`src/rtl/sn76489_tone_generator.sv`:
```
`default_nettype none
// +--------------------------------------------------------------------------+
// | Module  : sn76489_tone_generator                                         |
// | Brief   : three square-wave tone channels plus LFSR noise, mixed into    |
// |           one unsigned sample. Optional macro SN76489_CHANNEL_OUT_EN     |
// |           adds registered per-channel volume outputs.                    |
// | Revision: 1.0                                                            |
// +--------------------------------------------------------------------------+
module sn76489_tone_generator #(
  parameter int CLK_DIV = 16
) (
  input  logic       clock,
  input  logic       nReset,
  input  logic [9:0] freq1,
  input  logic [9:0] freq2,
  input  logic [9:0] freq3,
  input  logic [3:0] att1,
  input  logic [3:0] att2,
  input  logic [3:0] att3,
  input  logic [3:0] attNoise,
  input  logic       noiseFeedbackType,
  input  logic [1:0] noiseFeed,
  output logic [9:0] sample,
  output logic       sampleValid
`ifdef SN76489_CHANNEL_OUT_EN
  ,
  output logic [7:0] ch1Vol,
  output logic [7:0] ch2Vol,
  output logic [7:0] ch3Vol,
  output logic [7:0] chNoiseVol
`endif
);

  localparam logic [7:0]  c_presc_last = 8'(CLK_DIV - 1);
  localparam logic [15:0] c_lfsr_seed  = 16'h8000;

  function automatic logic [7:0] f_vol(input logic [3:0] att);
    logic [7:0] v;
    case (att)
      4'd0:    v = 8'd255;
      4'd1:    v = 8'd203;
      4'd2:    v = 8'd161;
      4'd3:    v = 8'd128;
      4'd4:    v = 8'd102;
      4'd5:    v = 8'd81;
      4'd6:    v = 8'd64;
      4'd7:    v = 8'd51;
      4'd8:    v = 8'd40;
      4'd9:    v = 8'd32;
      4'd10:   v = 8'd26;
      4'd11:   v = 8'd20;
      4'd12:   v = 8'd16;
      4'd13:   v = 8'd13;
      4'd14:   v = 8'd10;
      default: v = 8'd0;
    endcase
    return v;
  endfunction

  // Prescaler
  logic [7:0] r_presc;
  logic       w_tick;

  assign w_tick = (r_presc == c_presc_last);

  always_ff @(posedge clock or negedge nReset) begin
    if (!nReset)     r_presc <= '0;
    else if (w_tick) r_presc <= '0;
    else             r_presc <= r_presc + 8'd1;
  end

  // Tone channels
  logic [9:0] w_freq      [3];
  logic [9:0] r_tone_cnt  [3];
  logic       r_tone_ff   [3];
  logic       w_tone_next [3];
  logic       w_tone_out  [3];

  assign w_freq[0] = freq1;
  assign w_freq[1] = freq2;
  assign w_freq[2] = freq3;

  generate
    for (genvar i = 0; i < 3; i++) begin : g_tone
      logic w_reload;

      assign w_reload       = w_tick && (r_tone_cnt[i] <= 10'd1);
      assign w_tone_next[i] = w_reload ? ~r_tone_ff[i] : r_tone_ff[i];
      // Half-periods of 0 or 1 are inaudible; the channel becomes a DC level.
      assign w_tone_out[i]  = (w_freq[i] <= 10'd1) ? 1'b1 : r_tone_ff[i];

      always_ff @(posedge clock or negedge nReset) begin
        if (!nReset) begin
          r_tone_cnt[i] <= '0;
          r_tone_ff[i]  <= 1'b0;
        end else if (w_tick) begin
          r_tone_cnt[i] <= w_reload ? w_freq[i] : r_tone_cnt[i] - 10'd1;
          r_tone_ff[i]  <= w_tone_next[i];
        end
      end
    end
  endgenerate

  // Noise clock
  logic [6:0] r_noise_cnt;
  logic [6:0] w_noise_last;
  logic       r_noise_ff;
  logic       w_noise_next;
  logic       w_shift;

  always_comb begin
    w_noise_last = 7'd63;
    case (noiseFeed)
      2'b00:   w_noise_last = 7'd15;
      2'b01:   w_noise_last = 7'd31;
      default: w_noise_last = 7'd63;
    endcase
  end

  always_comb begin
    w_noise_next = r_noise_ff;
    if (noiseFeed == 2'b11)
      w_noise_next = w_tone_next[2];
    else if (w_tick && (r_noise_cnt >= w_noise_last))
      w_noise_next = ~r_noise_ff;
  end

  assign w_shift = !r_noise_ff && w_noise_next;

  always_ff @(posedge clock or negedge nReset) begin
    if (!nReset) begin
      r_noise_cnt <= '0;
      r_noise_ff  <= 1'b0;
    end else begin
      r_noise_ff <= w_noise_next;
      // >= keeps the counter sane when the rate drops below the current count
      if (w_tick && (noiseFeed != 2'b11))
        r_noise_cnt <= (r_noise_cnt >= w_noise_last) ? 7'd0 : r_noise_cnt + 7'd1;
    end
  end

  // Noise LFSR
  logic [15:0] r_lfsr;
  logic [2:0]  r_noise_ctrl;
  logic [2:0]  w_noise_ctrl;
  logic        w_feedback;

  assign w_noise_ctrl = {noiseFeedbackType, noiseFeed};
  assign w_feedback   = noiseFeedbackType ? (r_lfsr[0] ^ r_lfsr[3]) : r_lfsr[0];

  always_ff @(posedge clock or negedge nReset) begin
    if (!nReset) begin
      r_lfsr       <= c_lfsr_seed;
      r_noise_ctrl <= '0;
    end else begin
      r_noise_ctrl <= w_noise_ctrl;
      if (w_noise_ctrl != r_noise_ctrl) r_lfsr <= c_lfsr_seed;
      else if (w_shift)                 r_lfsr <= {w_feedback, r_lfsr[15:1]};
    end
  end

  // Mixer
  logic [7:0] w_vol [4];
  logic [9:0] w_sum;
  logic       r_tick_d;
  logic [9:0] r_sample;
  logic       r_valid;

  assign w_vol[0] = w_tone_out[0] ? f_vol(att1)     : 8'd0;
  assign w_vol[1] = w_tone_out[1] ? f_vol(att2)     : 8'd0;
  assign w_vol[2] = w_tone_out[2] ? f_vol(att3)     : 8'd0;
  assign w_vol[3] = r_lfsr[0]     ? f_vol(attNoise) : 8'd0;
  assign w_sum    = {2'b00, w_vol[0]} + {2'b00, w_vol[1]}
                  + {2'b00, w_vol[2]} + {2'b00, w_vol[3]};

  // Sample the clock after the tick so the mix reflects the freshly advanced state.
  always_ff @(posedge clock or negedge nReset) begin
    if (!nReset) begin
      r_tick_d <= 1'b0;
      r_sample <= '0;
      r_valid  <= 1'b0;
    end else begin
      r_tick_d <= w_tick;
      r_valid  <= r_tick_d;
      if (r_tick_d) r_sample <= w_sum;
    end
  end

  assign sample      = r_sample;
  assign sampleValid = r_valid;

`ifdef SN76489_CHANNEL_OUT_EN
  logic [7:0] r_ch_vol [4];

  always_ff @(posedge clock or negedge nReset) begin
    if (!nReset) begin
      for (int i = 0; i < 4; i++) r_ch_vol[i] <= '0;
    end else if (r_tick_d) begin
      for (int i = 0; i < 4; i++) r_ch_vol[i] <= w_vol[i];
    end
  end

  assign ch1Vol     = r_ch_vol[0];
  assign ch2Vol     = r_ch_vol[1];
  assign ch3Vol     = r_ch_vol[2];
  assign chNoiseVol = r_ch_vol[3];
`endif

endmodule
`default_nettype wire

```
`config.mk`:
```
export PLATFORM = sky130hd
export DESIGN_NAME = sn76489_tone_generator
export DESIGN_NICKNAME = d
export VERILOG_FILES = /design/src/rtl/sn76489_tone_generator.sv
export SDC_FILE = /design/constraint.sdc
export NUM_CORES = 1
export LEC_CHECK = 0
export BUFFER_PORTS_ARGS = -buffer_cell sky130_fd_sc_hd__buf_4
export CAP_MARGIN = 5
export CORE_MARGIN = 2
export CORE_UTILIZATION = 40
export DETAILED_ROUTE_END_ITERATION = 6
export PLACE_DENSITY = 0.65
export REMOVE_ABC_BUFFERS = 1
export SYNTH_ARGS = -nofsm -noshare
export SYNTH_HDL_FRONTEND = slang
export SYNTH_SLANG_ARGS = --single-unit
```
`constraint.sdc`:
```
create_clock -name clock -period 4.8 [get_ports clock]
set_input_delay 0.48 -clock clock [delete_from_list [all_inputs] [get_ports clock]]
set_output_delay 0.48 -clock clock [all_outputs]
set_load 0.01 [all_outputs]
```
## Word level (Yosys, flattened, before mapping)

Memory sizes are Yosys's and may differ from the RTL's.
Index checks and enable logic that the tools add are counted.

| storage, ports and cells | value |
|---|---|
| register bits | 80 |
| bits in latches | 0 |
| memory bits (writable) | 0 |
| bits in read-only memories | 512 |
| output and inout port bits | 11 |
| memories kept | 4 |

| operators by class | value |
|---|---|
| $add $sub $neg | 8 |
| multiply operators | 0 |
| div/mod/pow operators | 0 |
| $lt $le $gt $ge | 7 |
| equal/unequal tests | 5 |
| shift operators | 0 |
| multiplexer cells | 19 |
| bitwise gates (word level) | 5 |
| reduce and logical (&&, ||, !) cells | 11 |

Memories:

| name | depth | width | rd ports | clocked after memory_dff | write ports | line | source |
|---|---|---|---|---|---|---|---|
| (name not given) | 16 | 8 | 1 | 0 | 0 | 39 | `case (att)` |
| (name not given) | 16 | 8 | 1 | 0 | 0 | 39 |  |
| (name not given) | 16 | 8 | 1 | 0 | 0 | 39 |  |
| (name not given) | 16 | 8 | 1 | 0 | 0 | 39 |  |

Operator list:

| kind | number |
|---|---|
| $le A10 B1 Y1 const B | 6 |
| $mux W8 | 5 |
| $mux W16 | 2 |
| $mux W10 | 3 |
| $sub A10 B1 Y10 const B | 3 |
| $pmux W6 S2 | 1 |
| $add A10 B8 Y10 | 1 |
| $add A9 B8 Y10 | 1 |
| $add A8 B8 Y9 | 1 |
| $add A8 B1 Y8 const B | 1 |
| $eq A8 B4 Y1 const B | 1 |
| $add A7 B1 Y7 const B | 1 |
| $ge A7 B7 Y1 | 1 |
| $mux W1 | 7 |
| $mux W7 | 1 |
| $logic_and A1 B1 Y1 | 6 |
| $not A1 Y1 | 4 |
| $reduce_and A2 Y1 | 2 |
| $ne A3 B3 Y1 | 1 |
| $eq A2 B1 Y1 const B | 1 |
| $eq A2 B2 Y1 const B | 1 |
| $logic_not A2 Y1 | 1 |
| $ne A2 B2 Y1 const B | 1 |
| $reduce_bool A2 Y1 | 1 |
| 2 further kinds | 2 |

## Longest topological paths before layout

| logic depth | value |
|---|---|
| word-level depth | 9 |
| gate-level depth with buffers | 16 |
| gate-level depth less buffers | 16 |

## Worst setup path after synthesis

No wires, ideal clock.

| timing path | value |
|---|---|
| kind | input-to-reg |
| from | input port att3[3] |
| to | register r_sample[9], in the netlist sample[9] |
| data arrival time | 3.781 ns |
| data required time | 4.671 ns |
| setup slack | 0.889 ns |
| stages on the path | 14 |
| path buffers | 2 |
| cell sequence | clkbuf_1 clkbuf_1 a211oi_1 a21oi_1 nor2_1 fa_1 fa_1 ha_1 fa_1 a21o_1 a21oi_1 o21ai_0 and3b_1 o41a_1 |

| on the way | value |
|---|---|
| longest elaborated chain between the ends | 4 |

Ends and longest elaborated chain:

| element | line | source |
|---|---|---|
| from (decl) | 19 | `input logic [3:0] att3,` |
| $mem_v2 Z16 W8 | - |  |
| $mux W8 | 171 | `assign w_vol[2] = w_tone_out[2] ? f_vol(att3) : 8'd0;` |
| $add A9 B8 Y10 | 174 | `+ {2'b00, w_vol[2]} + {2'b00, w_vol[3]};` |
| $add A10 B8 Y10 | 174 |  |
| to (signal assigned) | 185 | `if (r_tick_d) r_sample <= w_sum;` |
| to (decl) | 166 | `logic [9:0] r_sample;` |

Every way passes these cells.
A chain may end at the register's enable or synchronous reset.

## Worst setup path after layout

| timing path | value |
|---|---|
| from | register r_tone_ff[0] (netlist name) |
| to | register r_sample[9], in the netlist sample[9] |

| on the way | value |
|---|---|
| longest elaborated chain between the ends | 4 |

Ends and longest elaborated chain:

| element | line | source |
|---|---|---|
| from (decl) | 75 | `logic r_tone_ff [3];` |
| from (signal, indexed assignment) | 98 | `r_tone_ff[i] <= w_tone_next[i];` |
| $mux W1 | 90 | `assign w_tone_out[i] = (w_freq[i] <= 10'd1) ? 1'b1 : r_tone_ff[i];` |
| $mux W8 | 171 |  |
| $add A9 B8 Y10 | 174 |  |
| $add A10 B8 Y10 | 174 |  |

Every way passes these cells.

==> results by group <==
STA
  – Min Clock Period, post-route: around 4200 ps
  – Fin Clk Skew: between 7 and 8 ps
  – Max Fclk: 239 MHz
  – Period utilization: 0.872
  – Max-slew headroom: 0.336
  – Final setup TNS: 0 ps
  – Endpoints failing setup: 0
  – Count of final hold-check violations: 0
  – Final Worst Setup Slack: a little over 600 ps
  – RSZ-0062 raised after global routing: false
  – Max-slew violation count: 0
  – Worst slew pin tran: between 900 and 1000 ps

Synthesis
  – Cell count after synthesis: ~630
  – Adder-cell area share of the yosys netlist: 0.148
  – XOR/XNOR share of the synthesized area: 0.0306
  – EDFF count, synth: 0
  – Synth Area in Compound Gates: 0.184
  – Post-Syn Area: roughly 0.0057 mm²
  – Ys async rst share: 1.00
  – Proportion of synthesized area in mux cells: 0.0575
  – Yosys cell types: 62
  – Largest family of logic cells by synthesized area: compound AO/OA/AOI/OAI gates
  – Simple-gate area share of the yosys netlist: 0.178
  – Seq/Total Area, Yosys: 0.350
  – Average cell area after synthesis: ~9 µm²
  – Synth Register Bits: 80
  – Post-synth top flop: dfrtp_1
  – Ys Warns: 0

Power and ir drop
  – Peak supply drop: around 0.19 mV
  – Leak: approximately 3 nW
  – Pwr Density: between 200 and 250 mW/mm²
  – Design Power: 0.00151 W

Clock network
  – CTS H-tree lvls: 3
  – CTS max path bufs: 2
  – CTS Hold Bufs: 0
  – Root Buffer: clkbuf_16
  – Setup bufs post-CTS: 0
  – CTS tree: done
  – Clock slew at reported path FFs: about 60 ps
  – Num CTS Buffers: 9
  – Post_cts resized: 0
  – TritonCTS Sinks: 80
  – Clk Latency, worst-skew pair: 340 ps

Detailed routing
  – 1st-iter DRT viols: ~300
  – Via Count: roughly 4,700
  – WL per Instance: 14.3 µm
  – DRC: 0
  – Final ANT Viol Nets: 0
  – Routed WL: approximately 12,000 µm
  – Vias/cell: approximately 5.5
  – DRT Pass-1 Iters: 4

Critical path
  – CP startpoint: r_tone_ff[0]
  – Reg-to-reg startpoint: r_tone_ff[0]
  – Data required, critical path: about 5000 ps
  – Worst setup EP type: flop
  – Reg-to-reg setup timing slack: a little over 600 ps
  – Setup CP Type: reg2reg
  – Worst Path Arrival: 4400 ps
  – Setup crit start kind: flop
  – CP Max Fanout: 8

Placed design
  – Pre-CTS setup slack: between 400 and 500 ps
  – Detailed placement HPWL: between 9000 and 10,000 µm
  – Final Wtd Congestion: roughly 0.9
  – Placed cell areas: 0.00630 mm²
  – Port bufs: between 60 and 70

GRT
  – Largest net degree at the start of global routing: roughly 80
  – Gr usage total: 0.173
  – Antenna violations before repair: 0
  – Global-route wire length before repair: ~21,000 µm
  – Remaining Overflow, GRT: 0
  – Number of global-route vias before repair: approximately 4,600

Finish
  – Design area: around 0.0066 mm²
  – Total Nets Final: a little under 800
  – Fin util: 0.474
  – Layout Area Growth over Synthesis: 15.6%
  – ANT cells: 0
  – Most frequent cells in the layout: dfrtp_1 (79), buf_4 (65), nor2_1 (58), nand2_1 (58), o21ai_0 (48)
  – Share of cells above drive strength 1: 0.149
  – Most common cell after layout, fill and taps aside: dfrtp_1

Die
  – Die area: 0.0153 mm²
  – I/O Pins: 62
  – Chip height: around 120 µm
  – Row count: between 40 and 50
  – Initial Utilization: 0.410
  – Die width: about 120 µm
  – Core ar.: around 0.014 mm²

Hold path
  – Worst Hold Launch: noiseFeedbackType
  – Worst Hold Class: in2reg

Outcome
  – Status: completed

Job
  – Max-cap viol count: 0
-- through the flow --
step | hold WS, ps | instances
after detailed placement | 462 | 848
after CTS | 264 | 864
after global placement | 458 | 848
after global routing | 265 | 864
final | 278 | 864
after floorplan | 184 | 603
-- per-layer routing --
metal / vias up / GRT usage / wire [µm]
met5: - / 0 / 0
met4: 0 / 0.0774 / 360
met3: 25 / 0.0286 / 443
met2: 112 / 0.277 / 5900
met1: 2278 / 0.229 / 5690
li1: 2333 / - / -
-- sequential cells by signal, indices dropped and copies added (netlist names) --
register	flops
r_lfsr	16
r_tone_cnt	30
r_noise_cnt	7
r_tone_ff	3
r_tick_d	1
r_presc	8
sampleValid	1
r_noise_ff	1
r_noise_ctrl	3
sample	10
-- where the power goes --
| part | total [W] | switching, W | internal (W) |
|---|---|---|---|
| Clock | 0.000689 | 0.000261 | 0.000429 |
| Combinational | 0.000136 | 0.0000778 | 0.0000577 |
| Sequential | 0.000682 | 0.00000357 | 0.000679 |
| Total | 0.00151 | 0.000342 | 0.00117 |
-- final timing paths --
kind	to	depth (start not counted)
max in group asynchronous	r_lfsr[4]	1
min	r_noise_ctrl[2]	1
min in group asynchronous	r_tone_cnt[21]	1
max reg2reg	sample[9]	11
min reg2reg	r_tone_ff[2]	1
max	sample[9]	11
-- synthesized netlist by cell type (all sizes together), types with 3 or more instances --
library cell | n | area share
nand2 | 58 | 0.038
inv | 43 | 0.028
nor3 | 23 | 0.022
a21oi | 37 | 0.032
nor2 | 58 | 0.038
nand2b | 3 | 0.0033
a211oi | 21 | 0.028
fa | 16 | 0.056
buf | 10 | 0.011
clkbuf | 18 | 0.012
nor4 | 10 | 0.011
nand3 | 10 | 0.0088
o41ai | 5 | 0.0077
xnor2 | 10 | 0.015
o211ai | 3 | 0.0039
xor2 | 10 | 0.015
mux2 | 7 | 0.014
nand4b | 4 | 0.0061
a22oi | 5 | 0.0066
or3 | 7 | 0.0085
or2 | 8 | 0.0088
dfrtp | 79 | 0.35
a21o | 4 | 0.0053
nor2b | 10 | 0.011
and2 | 3 | 0.0033
nor3b | 4 | 0.0053
mux2i | 25 | 0.044
a31oi | 7 | 0.0077
ha | 42 | 0.092
o21ai | 50 | 0.044
o31ai | 7 | 0.0092
-- critical path, cell delays in order, from the launching register on --
cell and delay, ps:
dfrtp_1 430, a31oi_1 710, nor2_1 170, fa_1 540, fa_1 500, ha_1 240, fa_1 400, a21o_1 200
a21oi_1 270, o21ai_0 120, and3b_1 190, o41a_1 300
-- layout make-up --
cell class / count / area (µm²)
clock inverters: 5 / 55.1
multi-input cells: 480 / 3420
inverters: 43 / 161
clock buffers: 11 / 253
well taps: 180 / 225
repair buffers: 65 / 488
flip-flops and latches: 80 / 2000
fillers: 1332 / 7330
-- kinds of logic after synthesis --
kind of cell	after synthesis
fa+ha+maj	58
flops	80
compound gates	162
simple gates	208
buf+inv	71
mux	32
xor+xnor	20
(Power assumes the default switching activity.)
